$ cat src/rtl/adder_pkg.sv
// rtl/adder_pkg.sv - chunk sizing helpers and mode encodings for the pipelined adder
package adder_pkg;

    localparam logic MODE_ADD = 1'b0;
    localparam logic MODE_SUB = 1'b1;

    function automatic int ceil_div(input int n, input int d);
        return (n + d - 1) / d;
    endfunction

    // Real bits owned by chunk k; zero when the ceil split leaves trailing chunks empty.
    function automatic int chunk_width(input int width, input int stages, input int k);
        int cw;
        int rem;
        cw  = ceil_div(width, stages);
        rem = width - k * cw;
        if (rem <= 0) return 0;
        if (rem > cw) return cw;
        return rem;
    endfunction

    function automatic int last_chunk_width(input int width, input int stages);
        return chunk_width(width, stages, stages - 1);
    endfunction

    // Position of operand bit width-1 inside a chunk starting at lo, or -1 if elsewhere.
    function automatic int msb_index(input int width, input int lo, input int w);
        if ((width - 1 >= lo) && (width - 1 < lo + w)) return width - 1 - lo;
        return -1;
    endfunction

    localparam int DEFAULT_WIDTH    = 16;
    localparam int DEFAULT_STAGES   = 4;
    localparam int DEFAULT_CW       = ceil_div(DEFAULT_WIDTH, DEFAULT_STAGES);
    localparam int DEFAULT_LAST_CW  = last_chunk_width(DEFAULT_WIDTH, DEFAULT_STAGES);

endpackage

$ cat src/rtl/adder_pipe_stage.sv
// rtl/adder_pipe_stage.sv - one ripple chunk of the pipelined adder plus its register slice
module adder_pipe_stage #(
    parameter int PW  = 16,
    parameter int LO  = 0,
    parameter int W   = 4,
    parameter int MSB = -1
) (
    input  logic          clk,
    input  logic          rst_n,
    input  logic          en_i,
    input  logic          valid_i,
    input  logic [PW-1:0] a_i,
    input  logic [PW-1:0] b_i,
    input  logic [PW-1:0] sum_i,
    input  logic          carry_i,
    input  logic          ovf_i,
    output logic          valid_o,
    output logic [PW-1:0] a_o,
    output logic [PW-1:0] b_o,
    output logic [PW-1:0] sum_o,
    output logic          carry_o,
    output logic          ovf_o
);

    logic [PW-1:0] sum_d;
    logic          carry_d;
    logic          ovf_d;

    logic          valid_q;
    logic [PW-1:0] a_q;
    logic [PW-1:0] b_q;
    logic [PW-1:0] sum_q;
    logic          carry_q;
    logic          ovf_q;

    generate
        if (W > 0) begin : g_chunk
            logic [W:0]   c;
            logic [W-1:0] s;

            assign c[0] = carry_i;
            for (genvar j = 0; j < W; j++) begin : g_bit
                full_adder u_fa (
                    .a_i (a_i[LO+j]),
                    .b_i (b_i[LO+j]),
                    .c_i (c[j]),
                    .s_o (s[j]),
                    .c_o (c[j+1])
                );
            end

            always_comb begin
                sum_d          = sum_i;
                sum_d[LO +: W] = s;
            end
            assign carry_d = c[W];

            if (MSB >= 0) begin : g_msb
                assign ovf_d = c[MSB] ^ c[MSB+1];
            end else begin : g_no_msb
                assign ovf_d = ovf_i;
            end
        end else begin : g_pass
            // Empty trailing chunk: forward the carry out of the true MSB untouched.
            assign sum_d   = sum_i;
            assign carry_d = carry_i;
            assign ovf_d   = ovf_i;
        end
    endgenerate

    always_ff @(posedge clk or negedge rst_n) begin
        if (!rst_n) begin
            valid_q <= 1'b0;
            a_q     <= '0;
            b_q     <= '0;
            sum_q   <= '0;
            carry_q <= 1'b0;
            ovf_q   <= 1'b0;
        end else if (en_i) begin
            valid_q <= valid_i;
            a_q     <= a_i;
            b_q     <= b_i;
            sum_q   <= sum_d;
            carry_q <= carry_d;
            ovf_q   <= ovf_d;
        end
    end

    assign valid_o = valid_q;
    assign a_o     = a_q;
    assign b_o     = b_q;
    assign sum_o   = sum_q;
    assign carry_o = carry_q;
    assign ovf_o   = ovf_q;

endmodule

$ cat src/rtl/full_adder.sv
// rtl/full_adder.sv - single-bit full adder cell
module full_adder (
    input  logic a_i,
    input  logic b_i,
    input  logic c_i,
    output logic s_o,
    output logic c_o
);

    assign s_o = a_i ^ b_i ^ c_i;
    assign c_o = (a_i & b_i) | (c_i & (a_i ^ b_i));

endmodule

$ cat src/rtl/pipelined_carry_adder.sv
// rtl/pipelined_carry_adder.sv - STAGES-deep registered ripple add/sub with valid/ready flow control
module pipelined_carry_adder
    import adder_pkg::*;
#(
    parameter int WIDTH  = 16,
    parameter int STAGES = 4
) (
    input  logic             clk,
    input  logic             rst_n,
    input  logic [WIDTH-1:0] a,
    input  logic [WIDTH-1:0] b,
    input  logic             carry_in,
    input  logic             sub,
    input  logic             in_valid,
    output logic             in_ready,
    output logic [WIDTH:0]   o_sum,
    output logic             o_overflow,
    output logic             out_valid,
    input  logic             out_ready
);

    localparam int CW = ceil_div(WIDTH, STAGES);
    localparam int PW = STAGES * CW;

    // Index 0 is the input side; index k+1 is the output of stage k.
    logic [PW-1:0] a_p   [STAGES+1];
    logic [PW-1:0] b_p   [STAGES+1];
    logic [PW-1:0] s_p   [STAGES+1];
    logic          c_p   [STAGES+1];
    logic          ovf_p [STAGES+1];
    logic          v_p   [STAGES+1];
    logic          en    [STAGES];

    assign a_p[0]   = PW'(a);
    assign b_p[0]   = PW'((sub == MODE_SUB) ? ~b : b);
    assign s_p[0]   = '0;
    assign c_p[0]   = (sub == MODE_SUB) ? 1'b1 : carry_in;
    assign ovf_p[0] = 1'b0;
    assign v_p[0]   = in_valid;

    generate
        for (genvar k = 0; k < STAGES; k++) begin : g_stage
            localparam int LO  = k * CW;
            localparam int W   = chunk_width(WIDTH, STAGES, k);
            localparam int MSB = msb_index(WIDTH, LO, W);

            if (k == STAGES - 1) begin : g_en_last
                assign en[k] = !v_p[k+1] || out_ready;
            end else begin : g_en_mid
                assign en[k] = !v_p[k+1] || en[k+1];
            end

            adder_pipe_stage #(
                .PW  (PW),
                .LO  (LO),
                .W   (W),
                .MSB (MSB)
            ) u_stage (
                .clk     (clk),
                .rst_n   (rst_n),
                .en_i    (en[k]),
                .valid_i (v_p[k]),
                .a_i     (a_p[k]),
                .b_i     (b_p[k]),
                .sum_i   (s_p[k]),
                .carry_i (c_p[k]),
                .ovf_i   (ovf_p[k]),
                .valid_o (v_p[k+1]),
                .a_o     (a_p[k+1]),
                .b_o     (b_p[k+1]),
                .sum_o   (s_p[k+1]),
                .carry_o (c_p[k+1]),
                .ovf_o   (ovf_p[k+1])
            );
        end
    endgenerate

    assign in_ready   = en[0];
    assign out_valid  = v_p[STAGES];
    assign o_sum      = {c_p[STAGES], s_p[STAGES][WIDTH-1:0]};
    assign o_overflow = ovf_p[STAGES];

    logic unused_bits;
    assign unused_bits = ^{a_p[STAGES], b_p[STAGES], s_p[STAGES]};

endmodule

$ cat config.mk
export PLATFORM = sky130hd
export DESIGN_NAME = pipelined_carry_adder
export DESIGN_NICKNAME = d
export VERILOG_FILES = /design/src/rtl/adder_pkg.sv /design/src/rtl/adder_pipe_stage.sv /design/src/rtl/full_adder.sv /design/src/rtl/pipelined_carry_adder.sv
export SDC_FILE = /design/constraint.sdc
export NUM_CORES = 1
export LEC_CHECK = 0
export ABC_AREA = 0
export BUFFER_PORTS_ARGS = -buffer_cell sky130_fd_sc_hd__buf_2
export CORE_AREA = 5 5 91 93
export CTS_BUF_LIST = sky130_fd_sc_hd__clkbuf_2
export DETAILED_ROUTE_END_ITERATION = 10
export DIE_AREA = 0 0 96 98
export GPL_TIMING_DRIVEN = 0
export PLACE_DENSITY = 0.83
export SYNTH_ARGS = -nofsm -noshare
export SYNTH_HDL_FRONTEND = slang
export SYNTH_SLANG_ARGS = --single-unit
$ cat constraint.sdc
create_clock -name clk -period 3 [get_ports clk]
set_input_delay 0.45 -clock clk [delete_from_list [all_inputs] [get_ports clk]]
set_output_delay 0.45 -clock clk [all_outputs]
set_load 0.01 [all_outputs]
After elaboration in Yosys (flattened, before gate mapping):

Index checks and enable logic that the tools add are counted.

* reductions and logical operators: 8
* bitwise operators: 82
* mux-type cells: 2

Operators with widths (number)
* $xor 1x1->1: 33
* $and 1x1->1: 32
* $mux 16: 1
* $not 16->16: 1
* $or 1x1->1: 16
* $logic_not 1->1: 4
* $logic_or 1x1->1: 4
* $mux 1: 1

* register bits: 145
* logic and storage cells: 111
* input port bits: 38
* output and inout bits: 20

Longest topological paths before layout:

Gate-level depths: netlist (run 1).

* word-level depth: 11
* depth in mapped cells: 9
* mapped depth without buffers: 9

Hierarchy:

From an unflattened synthesis (run 1), not the netlist that was laid out.

* cell total of the unflattened synthesis: 476
* area, all modules: 9131.3 um^2

Modules (own cells, without submodules)
* adder_pipe_stage (g_stage[0].u_stage ...): instances 3, area each 2149.6 um^2, sequential area each 1276.2 um^2, cells an instance 108
* adder_pipe_stage (g_stage[3].u_stage): instances 1, area each 2148.3 um^2, sequential area each 1276.2 um^2, cells an instance 110
* full_adder: instances 16, area each 20.0 um^2, sequential area each 0.0 um^2, cells an instance 1
* pipelined_carry_adder: instances 1, area each 214.0 um^2, sequential area each 0.0 um^2, cells an instance 26

Worst setup path after synthesis (run 1):

OpenSTA, ideal clock, no wires.

* path type: input -> register
* start: in sub
* end: reg g_stage[0].u_stage.sum_q[3]
* setup time: 0.125 ns
* slack: -0.018 ns
* buffers on the path: 2
* arrival time: 2.893 ns
* cell stages on the path: 9
* cells stage by stage: buf_2 > buf_2 > xnor2_1 > fa_1 > fa_1 > fa_1 > inv_1 > fa_1 > mux2_4

* longest elaborated chain between the ends: 9

Ends and longest elaborated chain
* from (decl): RTL line pipelined_carry_adder.sv:13 `input logic sub,`
* $mux 16: RTL line pipelined_carry_adder.sv:35 `assign b_p[0] = PW'((sub == MODE_SUB) ? ~b : b);`
* $xor 1x1->1: RTL line full_adder.sv:11 `assign c_o = (a_i & b_i) | (c_i & (a_i ^ b_i));`
* $and 1x1->1: RTL line full_adder.sv:11
* $or 1x1->1: RTL line full_adder.sv:11
* $and 1x1->1: RTL line full_adder.sv:11
* $or 1x1->1: RTL line full_adder.sv:11
* $and 1x1->1: RTL line full_adder.sv:11
* $or 1x1->1: RTL line full_adder.sv:11
* $xor 1x1->1 *: RTL line full_adder.sv:10 `assign s_o = a_i ^ b_i ^ c_i;`
* net g_stage[0].u_stage.g_chunk.g_bit[3].u_fa.s_o: RTL line full_adder.sv:6 `output logic s_o,`
* to (signal assigned): RTL line adder_pipe_stage.sv:83 `sum_q <= sum_d;`
* to (decl): RTL line adder_pipe_stage.sv:32 `logic [PW-1:0] sum_q;`

Mark *: on every way through the listed nets, which the timed path passes. The rest lies on a longest branch.
A chain may end at the register's enable or synchronous reset.

Worst setup path after layout (run 1):

* start: reg g_stage[3].u_stage.valid_q
* end: out in_ready

* longest elaborated chain between the ends: 5

Ends and longest elaborated chain
* from (decl): RTL line adder_pipe_stage.sv:29 `logic valid_q;`
* from (signal assigned): RTL line adder_pipe_stage.sv:80 `valid_q <= valid_i;`
* $logic_not 1->1: RTL line pipelined_carry_adder.sv:48 `assign en[k] = !v_p[k+1] || out_ready;`
* $logic_or 1x1->1: RTL line pipelined_carry_adder.sv:48
* $logic_or 1x1->1 (3 in a row): RTL line pipelined_carry_adder.sv:50 `assign en[k] = !v_p[k+1] || en[k+1];`
* to (decl): RTL line pipelined_carry_adder.sv:15 `output logic in_ready,`

No other way between the ends.

==> impl_metrics.sql, run 1 <==
INSERT INTO impl_metrics (metric_group, metric, value, unit) VALUES
('status', 'outcome', 'finished, final reports clean', ''),
('place', 'post-place-ws', '-60.7', 'ps'),
('final_layout', 'fillerInstances', '591', ''),
('sta', 'post-route-worst-setup-slack', '413', 'ps'),
('yosys', 'synthesized_area_fraction_occupied_by_adder_cells', '0.0766', ''),
('clock_network', 'tritoncts', 'built', ''),
('yosys', 'most_common_cell_in_the_netlist', 'dfrtp_1', ''),
('clock_network', 'h-tree-depth', '3', ''),
('sta', 'max_clock_freq', '0.386', 'GHz'),
('floorplanning', 'start_util', '0.562', ''),
('final_layout', 'insertedDiodeCount', '0', ''),
('sta', 'hold_ws', '98.3', 'ps'),
('final_layout', 'synthToLayoutAreaGrowth', '13.3', '%'),
('sta', 'report.final.setup_viol', '0', ''),
('yosys', 'synth.yosys.warnings', '0', ''),
('drt', 'route.antenna.remaining_nets', '0', ''),
('yosys', 'syn_nets', '403', ''),
('floorplanning', 'dieArea', '0.00941', 'sq mm'),
('yosys', 'synth_simple_gate_area_frac', '0.0987', ''),
('yosys', 'ys_types', '22', ''),
('place', 'post_dp_cell_area', '0.00462', 'sq mm'),
('final_layout', 'finish.utilization', '0.636', ''),
('critical_path', 'cpMaxStageDelayCell', 'dfrtp_1', ''),
('clock_network', 'cts-root-buf', 'clkbuf_2', ''),
('sta', 'finalCritPeriodShare', '0.862', ''),
('critical_path', 'cp_data_required_time', '2550', 'ps'),
('floorplanning', 'die_x', '96', 'um'),
('critical_path', 'critical_path_arrival', '2140', 'ps'),
('critical_path', 'timing.critical_path.buf_inv', '5', ''),
('sta', 'timing_max_transition_violations_final', '0', ''),
('sta', 'clock_skew', '19.7', 'ps'),
('yosys', 'netlist_instances', '349', ''),
('drt', 'top_layer_used', 'met4', ''),
('clock_network', 'clock_sinks', '97', ''),
('critical_path', 'crit_path_max_fanout', '10', ''),
('floorplanning', 'die_h', '98', 'um'),
('floorplanning', 'top_level_ports', '58', ''),
('worst_hold_path', 'hold_path.class', 'input port to register', ''),
('yosys', 'synth_mux_area_frac', '0.120', ''),
('final_layout', 'layout_cells_sized_above_1', '0.284', ''),
('drt', 'detailed_routed_wire_length_on_met3', '303', 'um'),
('yosys', 'mappedNetlistArea', '0.00418', 'sq mm'),
('power_and_ir_drop', 'ir_worst_vdd', '0.255', 'mV'),
('clock_network', 'cts.clk_slew.worst_paths', '220', 'ps'),
('run', 'max_cap_viol_count', '0', ''),
('sta', 'final_hold_viol_count', '0', ''),
('sta', 'layout_min_cycle_time', '2590', 'ps'),
('critical_path', 'worstSetupEndpointType', 'output pin', ''),
('drt', 'post_drt_wl_per_cell', '14.3', 'um'),
('final_layout', 'finish.net_count', '472', ''),
('critical_path', 'critPathMostFrequentCell', 'buf_6', ''),
('yosys', 'synth_common_cells', 'dfrtp_1, nand2_1, mux2_2, inv_1, o21ai_0', ''),
('yosys', 'post-synth-top-area-fraction', '0.580', ''),
('yosys', 'synth-compound-area-share', '0.0395', ''),
('yosys', 'post_synth_xor_area_fraction', '0.0356', ''),
('sta', 'remaining_max_slew_budget_at_the_tightest_pin', '0.627', ''),
('drt', 'post-route-drc-count', '0', ''),
('critical_path', 'critical_path.startpoint_type', 'register', ''),
('drt', 'routed-wl-met2', '3800', 'um'),
('global_routing', 'grt_use_total', '0.180', ''),
('sta', 'setup_tns', '0', 'ps'),
('global_routing', 'initial_antenna_violation_count', '0', ''),
('place', 'place_congestion', '0.803', ''),
('clock_network', 'number_of_buffers_created_by_cts', '9', ''),
('global_routing', 'grt_pass1_vias', '2823', ''),
('global_routing', 'grt-ovfl-total', '0', ''),
('power_and_ir_drop', 'post-layout-total-power', '3.46', 'mW'),
('drt', 'detail_route.wirelength.met1', '3270', 'um'),
('critical_path', 'cp_cell_sequence', 'and4b_1 -> buf_4 -> and2_1 -> buf_6 -> inv_4 -> buf_6 -> buf_2', ''),
('yosys', 'synth_top_flop_cell', 'dfrtp_1', ''),
('drt', 'drt_first_pass_iters', '4', '');
==> cell families (layout without fill, tap and decap cells) <==
kind of cell,count (synthesis),count (layout)
flip-flops,97,97
AND/OR/NAND/NOR,97,97
buffers and inverters,47,121
multiplexers,42,42
AO/OA/AOI/OAI,33,33
XOR/XNOR,17,17
adder cells (fa/ha/maj),16,16
==> area by class of cell <==
type	count	area, sq um	share of cell area
Buffer	21	108	0.0227
Clock buffer	9	45.0	0.00950
Clock inverter	7	61.3	0.0129
Inverter	26	100	0.0211
Multi-Input combinational cell	205	1550	0.327
Sequential cell	97	2430	0.512
Tap cell	102	128	0.0269
Timing Repair Buffer	58	320	0.0676
==> final timing paths <==
path	start	to	slack [ps]	cells past startpoint
max reg2reg	g_stage[1].u_stage.a_o[8]$_DFFE_PN0P_	g_stage[2].u_stage.sum_o[11]$_DFFE_PN0P_	660	8
max	g_stage[3].u_stage.valid_o$_DFFE_PN0P_	in_ready	410	7
min	in_valid	g_stage[0].u_stage.valid_o$_DFFE_PN0P_	100	2
max in group asynchronous	rst_n	g_stage[1].u_stage.sum_o[1]$_DFFE_PN0P_	2050	3
min reg2reg	g_stage[1].u_stage.a_o[12]$_DFFE_PN0P_	g_stage[1].u_stage.a_o[12]$_DFFE_PN0P_	500	2
min in group asynchronous	rst_n	g_stage[0].u_stage.a_o[7]$_DFFE_PN0P_	300	2
==> flip-flops by register name (all words and copies together), names as in the netlist <==
signal                   flops
g_stage.u_stage.a_o         24
g_stage.u_stage.b_o         24
g_stage.u_stage.carry_o      4
g_stage.u_stage.ovf_o        1
g_stage.u_stage.sum_o       40
g_stage.u_stage.valid_o      4
==> cell usage in the layout, fill, tap and decap left out <==
cell,n
clkbuf_1,14
buf_4,4
a21oi_1,10
clkinv_2,1
xor2_1,2
clkbuf_2,9
fa_1,16
and4b_1,1
nand2_1,62
dfrtp_1,97
dlygate4sd3_1,1
buf_16,1
buf_6,2
clkinvlp_4,2
xnor2_1,15
nand3_1,15
bufinv_16,1
mux2_4,8
o21ai_0,23
inv_1,25
nor2_1,11
buf_2,57
mux2_2,34
inv_4,1
nand4b_1,1
nand2b_1,5
clkinv_1,3
and2_1,1
nand3b_1,1
==> power breakdown <==
part | internal (mW) | total [mW] | leakage, nW | switching, mW
logic | 0.483 | 0.971 | 1.06 | 0.488
registers | 1.68 | 1.90 | 1.14 | 0.215
clock network | 0.182 | 0.592 | 0.0604 | 0.410
==> routing by layer <==
layer	GRT usage	vias to the layer above
met5	0	-
met4	0.0744	0
met3	0.0293	15
met2	0.290	61
met1	0.241	1309
li1	-	1257
==> repair_timing <==
item                                   CTS  global route
resized for setup                        0             0
hold buffers                             1             0
endpoints found under the hold margin   24             0
No activity file was read; power rests on OpenSTA's default activity.
==> run 2, diff against run 1 <==
Settings changed: ABC_AREA 0 to 1, CORE_AREA 5 5 91 93 to 5 5 92 94, DIE_AREA 0 0 96 98 to 0 0 97 99, PLACE_DENSITY 0.83 to 0.82, TNS_END_PERCENT from default to 1.
==> run 2 against run 1 <==
  * Non-clock buffer count rose by 3
  * Combinational power fell by 8.2%
  * Wire length rose by 1.7%
  * Via count rose by 15%
  * Clock skew rose by 13 ps
  * Cell area rose by 1.3%
  * Total power fell by 5.2%
  * Critical path depth rose by 3
  * Clock-buffer cell count rose by 1
  * Critical path type is now input port to register
  * Critical endpoint is now g_stage[0].u_stage.sum_o[3]$_DFFE_PN0P_
==> impl_metrics.sql, run 2 <==
INSERT INTO impl_metrics (metric_group, metric, value, unit) VALUES
('status', 'outcome', 'finished, final reports clean', ''),
('final_layout', 'most-common-layout-cells', 'nand2_1, dfrtp_1, buf_2, inv_1, nand3_1', ''),
('yosys', 'synth-compound-area-share', '0.0164', ''),
('final_layout', 'fillerInstances', '640', ''),
('place', 'detailed_place_hpwl', '5850', 'um'),
('yosys', 'ys_types', '19', ''),
('critical_path', 'crit_path_max_fanout', '10', ''),
('floorplanning', 'die_h', '99', 'um'),
('sta', 'report.final.setup_viol', '0', ''),
('floorplanning', 'number_of_placement_rows', '32', ''),
('global_routing', 'grt_use_total', '0.173', ''),
('worst_hold_path', 'hold_path_end', 'g_stage[0].u_stage.a_o[10]$_DFFE_PN0P_', ''),
('global_routing', 'global_route_wire_length_before_repair', '13700', 'um'),
('global_routing', 'grt.met3_usage', '0.0311', ''),
('yosys', 'synth-edff-count', '0', ''),
('yosys', 'dominant_combinational_cell_family_by_area_after_synthesis', 'simple AND/OR/NAND/NOR gates', ''),
('critical_path', 'cp_top_family', 'adder cells', ''),
('critical_path', 'critical_path.max_stage_delay', '420', 'ps'),
('clock_network', 'h-tree-depth', '3', ''),
('place', 'place_congestion', '0.811', ''),
('sta', 'clock_skew', '32.5', 'ps'),
('power_and_ir_drop', 'ir_worst_vdd', '0.218', 'mV'),
('critical_path', 'timing.rr.start', 'g_stage[1].u_stage.carry_o$_DFFE_PN0P_', ''),
('clock_network', 'number_of_buffers_created_by_cts', '9', ''),
('global_routing', 'grt_use_met1', '0.227', ''),
('global_routing', 'grt_start_max_net_pins', '77', ''),
('global_routing', 'grt-ovfl-total', '0', ''),
('clock_network', 'clock_sinks', '97', ''),
('global_routing', 'grt_met2_use', '0.286', ''),
('yosys', 'synthesized_area_fraction_occupied_by_adder_cells', '0.0751', ''),
('clock_network', 'ctsHoldBuffers', '1', ''),
('clock_network', 'post_cts.repair.setup_buffers', '0', ''),
('floorplanning', 'top_level_ports', '58', ''),
('yosys', 'synth_common_cells', 'nand2_1, dfrtp_1, inv_1, nand3_1, fa_1', ''),
('yosys', 'synth.yosys.warnings', '0', ''),
('sta', 'worst-slew-pin-transition', '486', 'ps'),
('floorplanning', 'start_util', '0.563', ''),
('drt', 'route.antenna.remaining_nets', '0', ''),
('yosys', 'post-synth-top-area-fraction', '0.569', ''),
('global_routing', 'grt_pass1_vias', '3116', ''),
('critical_path', 'timing.critical_path.buf_inv', '3', ''),
('final_layout', 'finish.net_count', '587', ''),
('sta', 'timing_max_transition_violations_final', '0', ''),
('final_layout', 'finish.utilization', '0.635', ''),
('sta', 'max_clock_freq', '0.419', 'GHz'),
('critical_path', 'critical_path_arrival', '2810', 'ps'),
('sta', 'setup_tns', '0', 'ps'),
('critical_path', 'worst_setup_path_start', 'sub', ''),
('final_layout', 'final_cells', '640', ''),
('place', 'post_dp_cell_area', '0.00470', 'sq mm'),
('place', 'dpl.cell_count', '623', ''),
('sta', 'final_hold_viol_count', '0', ''),
('drt', 'dr_total_vias', '3026', ''),
('critical_path', 'cpMaxStageDelayCell', 'fa_1', ''),
('sta', 'post-route-worst-setup-slack', '615', 'ps'),
('final_layout', 'insertedDiodeCount', '0', ''),
('yosys', 'avgSynthCellArea', '9.19', 'sq um'),
('clock_network', 'post_cts_resize_count', '0', ''),
('clock_network', 'cts-root-buf', 'clkbuf_2', ''),
('yosys', 'synth_area_leader_cell', 'dfrtp_1', ''),
('floorplanning', 'floorplan.core_area', '0.00757', 'sq mm'),
('clock_network', 'clk_path_buf_depth', '2', ''),
('worst_hold_path', 'hold_path.class', 'input port to register', ''),
('clock_network', 'clk-insertion-delay-late', '530', 'ps'),
('place', 'port-buffer-count', '56', ''),
('drt', 'drt-initial-drc-count', '151', ''),
('sta', 'layout_min_cycle_time', '2390', 'ps'),
('power_and_ir_drop', 'pwr_density_cell', '683', 'mW/mm^2'),
('floorplanning', 'dieArea', '0.00960', 'sq mm'),
('clock_network', 'tritoncts', 'built', ''),
('yosys', 'ys_ff_latch', '97', ''),
('global_routing', 'initial_antenna_violation_count', '0', ''),
('place', 'post-place-ws', '46.8', 'ps'),
('drt', 'post-route-drc-count', '0', ''),
('critical_path', 'critPathMostFrequentCell', 'fa_1', ''),
('yosys', 'most_common_cell_in_the_netlist', 'nand2_1', ''),
('final_layout', 'synthToLayoutAreaGrowth', '12.7', '%'),
('worst_hold_path', 'timing.hold.worst_path_depth', '3', ''),
('final_layout', 'post-route-cell-area', '0.00480', 'sq mm'),
('yosys', 'synth_mux_area_frac', '0', ''),
('run', 'max_cap_viol_count', '0', ''),
('critical_path', 'worstSetupEndpointType', 'register', ''),
('critical_path', 'timing.rr.end', 'g_stage[2].u_stage.sum_o[11]$_DFFE_PN0P_', ''),
('critical_path', 'cp_data_required_time', '3420', 'ps'),
('final_layout', 'layout_commonest_cell', 'nand2_1', ''),
('power_and_ir_drop', 'post-layout-total-power', '3.28', 'mW'),
('yosys', 'syn_nets', '518', ''),
('floorplanning', 'die_x', '97', 'um'),
('drt', 'post_drt_wl_per_cell', '12.0', 'um'),
('critical_path', 'critical_path.startpoint_type', 'input port', ''),
('worst_hold_path', 'timing.hold.worst.start', 'a[10]', ''),
('sta', 'remaining_max_slew_budget_at_the_tightest_pin', '0.676', ''),
('drt', 'drt_first_pass_iters', '5', ''),
('yosys', 'netlist_instances', '464', ''),
('sta', 'finalCritPeriodShare', '0.795', ''),
('critical_path', 'reg2regPathDepth', '8', ''),
('drt', 'drt-vias-per-instance', '4.73', ''),
('yosys', 'post_synth_xor_area_fraction', '0.0349', ''),
('global_routing', 'grt-busiest-layer', 'met2', ''),
('critical_path', 'r2r_slack', '670', 'ps'),
('sta', 'hold_ws', '74.9', 'ps'),
('yosys', 'synth_top_flop_cell', 'dfrtp_1', ''),
('yosys', 'synth-async-reset-ratio', '1.00', ''),
('yosys', 'synth_simple_gate_area_frac', '0.243', ''),
('yosys', 'seq_area_frac_synth', '0.569', ''),
('yosys', 'mappedNetlistArea', '0.00426', 'sq mm'),
('final_layout', 'flip_flop_count_of_the_largest_register_after_layout', '40', ''),
('yosys', 'synth_area_leaders', 'dfrtp_1, nand2_1, fa_1, nand3_1, inv_1', ''),
('power_and_ir_drop', 'leakage', '2.63', 'nW'),
('sta', 'grt_setup_unrepaired', 'false', ''),
('clock_network', 'cts.clk_slew.worst_paths', '260', 'ps'),
('critical_path', 'cp_class', 'input port to register', ''),
('critical_path', 'cp_cell_sequence', 'buf_2 -> buf_4 -> xnor2_1 -> fa_1 -> fa_1 -> fa_1 -> inv_1 -> fa_1 -> nand2_1 -> nand2_1', ''),
('drt', 'finalWirelength', '7650', 'um'),
('final_layout', 'layout_cells_sized_above_1', '0.169', '');
run 2: cell count changes after synthesis, moves of 5 or more:
cell	delta
nand2_1	+164
mux2_2	-34
nand3_1	+14
xnor2_1	-12
xor2_1	+12
a21oi_1	-10
nor2_1	-10
inv_1	+9
o21ai_0	-9
mux2_4	-8
buf_2	+6
nand2b_1	-5
run 2: how the worst max path moves through the flow:
stage / cells past startpoint / end / slack [ps]
6_report: 10 / g_stage[0].u_stage.sum_o[3]$_DFFE_PN0P_ / 610
5_1_grt: 5 / in_ready / 430
4_1_cts: 10 / g_stage[0].u_stage.sum_o[3]$_DFFE_PN0P_ / 620
3_5_place_dp: 10 / g_stage[0].u_stage.sum_o[3]$_DFFE_PN0P_ / 50
3_3_place_gp: 10 / g_stage[0].u_stage.sum_o[3]$_DFFE_PN0P_ / 110
2_1_floorplan: 10 / g_stage[0].u_stage.sum_o[3]$_DFFE_PN0P_ / 220
run 2: kinds of logic (layout without fill, tap and decap cells):
family,after synthesis,after routing
buffers and inverters,59,133
adders and majority gates,16,16
and+or+nand+nor,261,261
xor gates and xnor gates,17,17
AOI/OAI and AO/OA,14,14
DFF,97,97
run 2: metal layers:
metal,wire [um],vias to the layer above
li1,-,1530
met1,3540,1405
met2,3610,82
met3,392,9
met4,116,0
met5,0,-
run 2: final cells by class:
type,instances,area [sq um],area share
sequential,97,2430,0.505
multi-input combinational,308,1580,0.328
timing repair buffer,58,320,0.0667
inverter,35,131,0.0274
buffer,24,128,0.0266
tap,102,128,0.0266
clock buffer,10,50.0,0.0104
clock inverter,6,42.5,0.00886
run 2: power breakdown:
part           switching, mW  internal (mW)
clock                  0.422          0.111
sequential             0.200           1.66
combinational          0.520          0.370
run 2: worst min-delay path, delay by kind of cell:
family / cells / cell delay (ps)
AND/OR/NAND/NOR: 2 / 80
buffers and inverters: 1 / 70
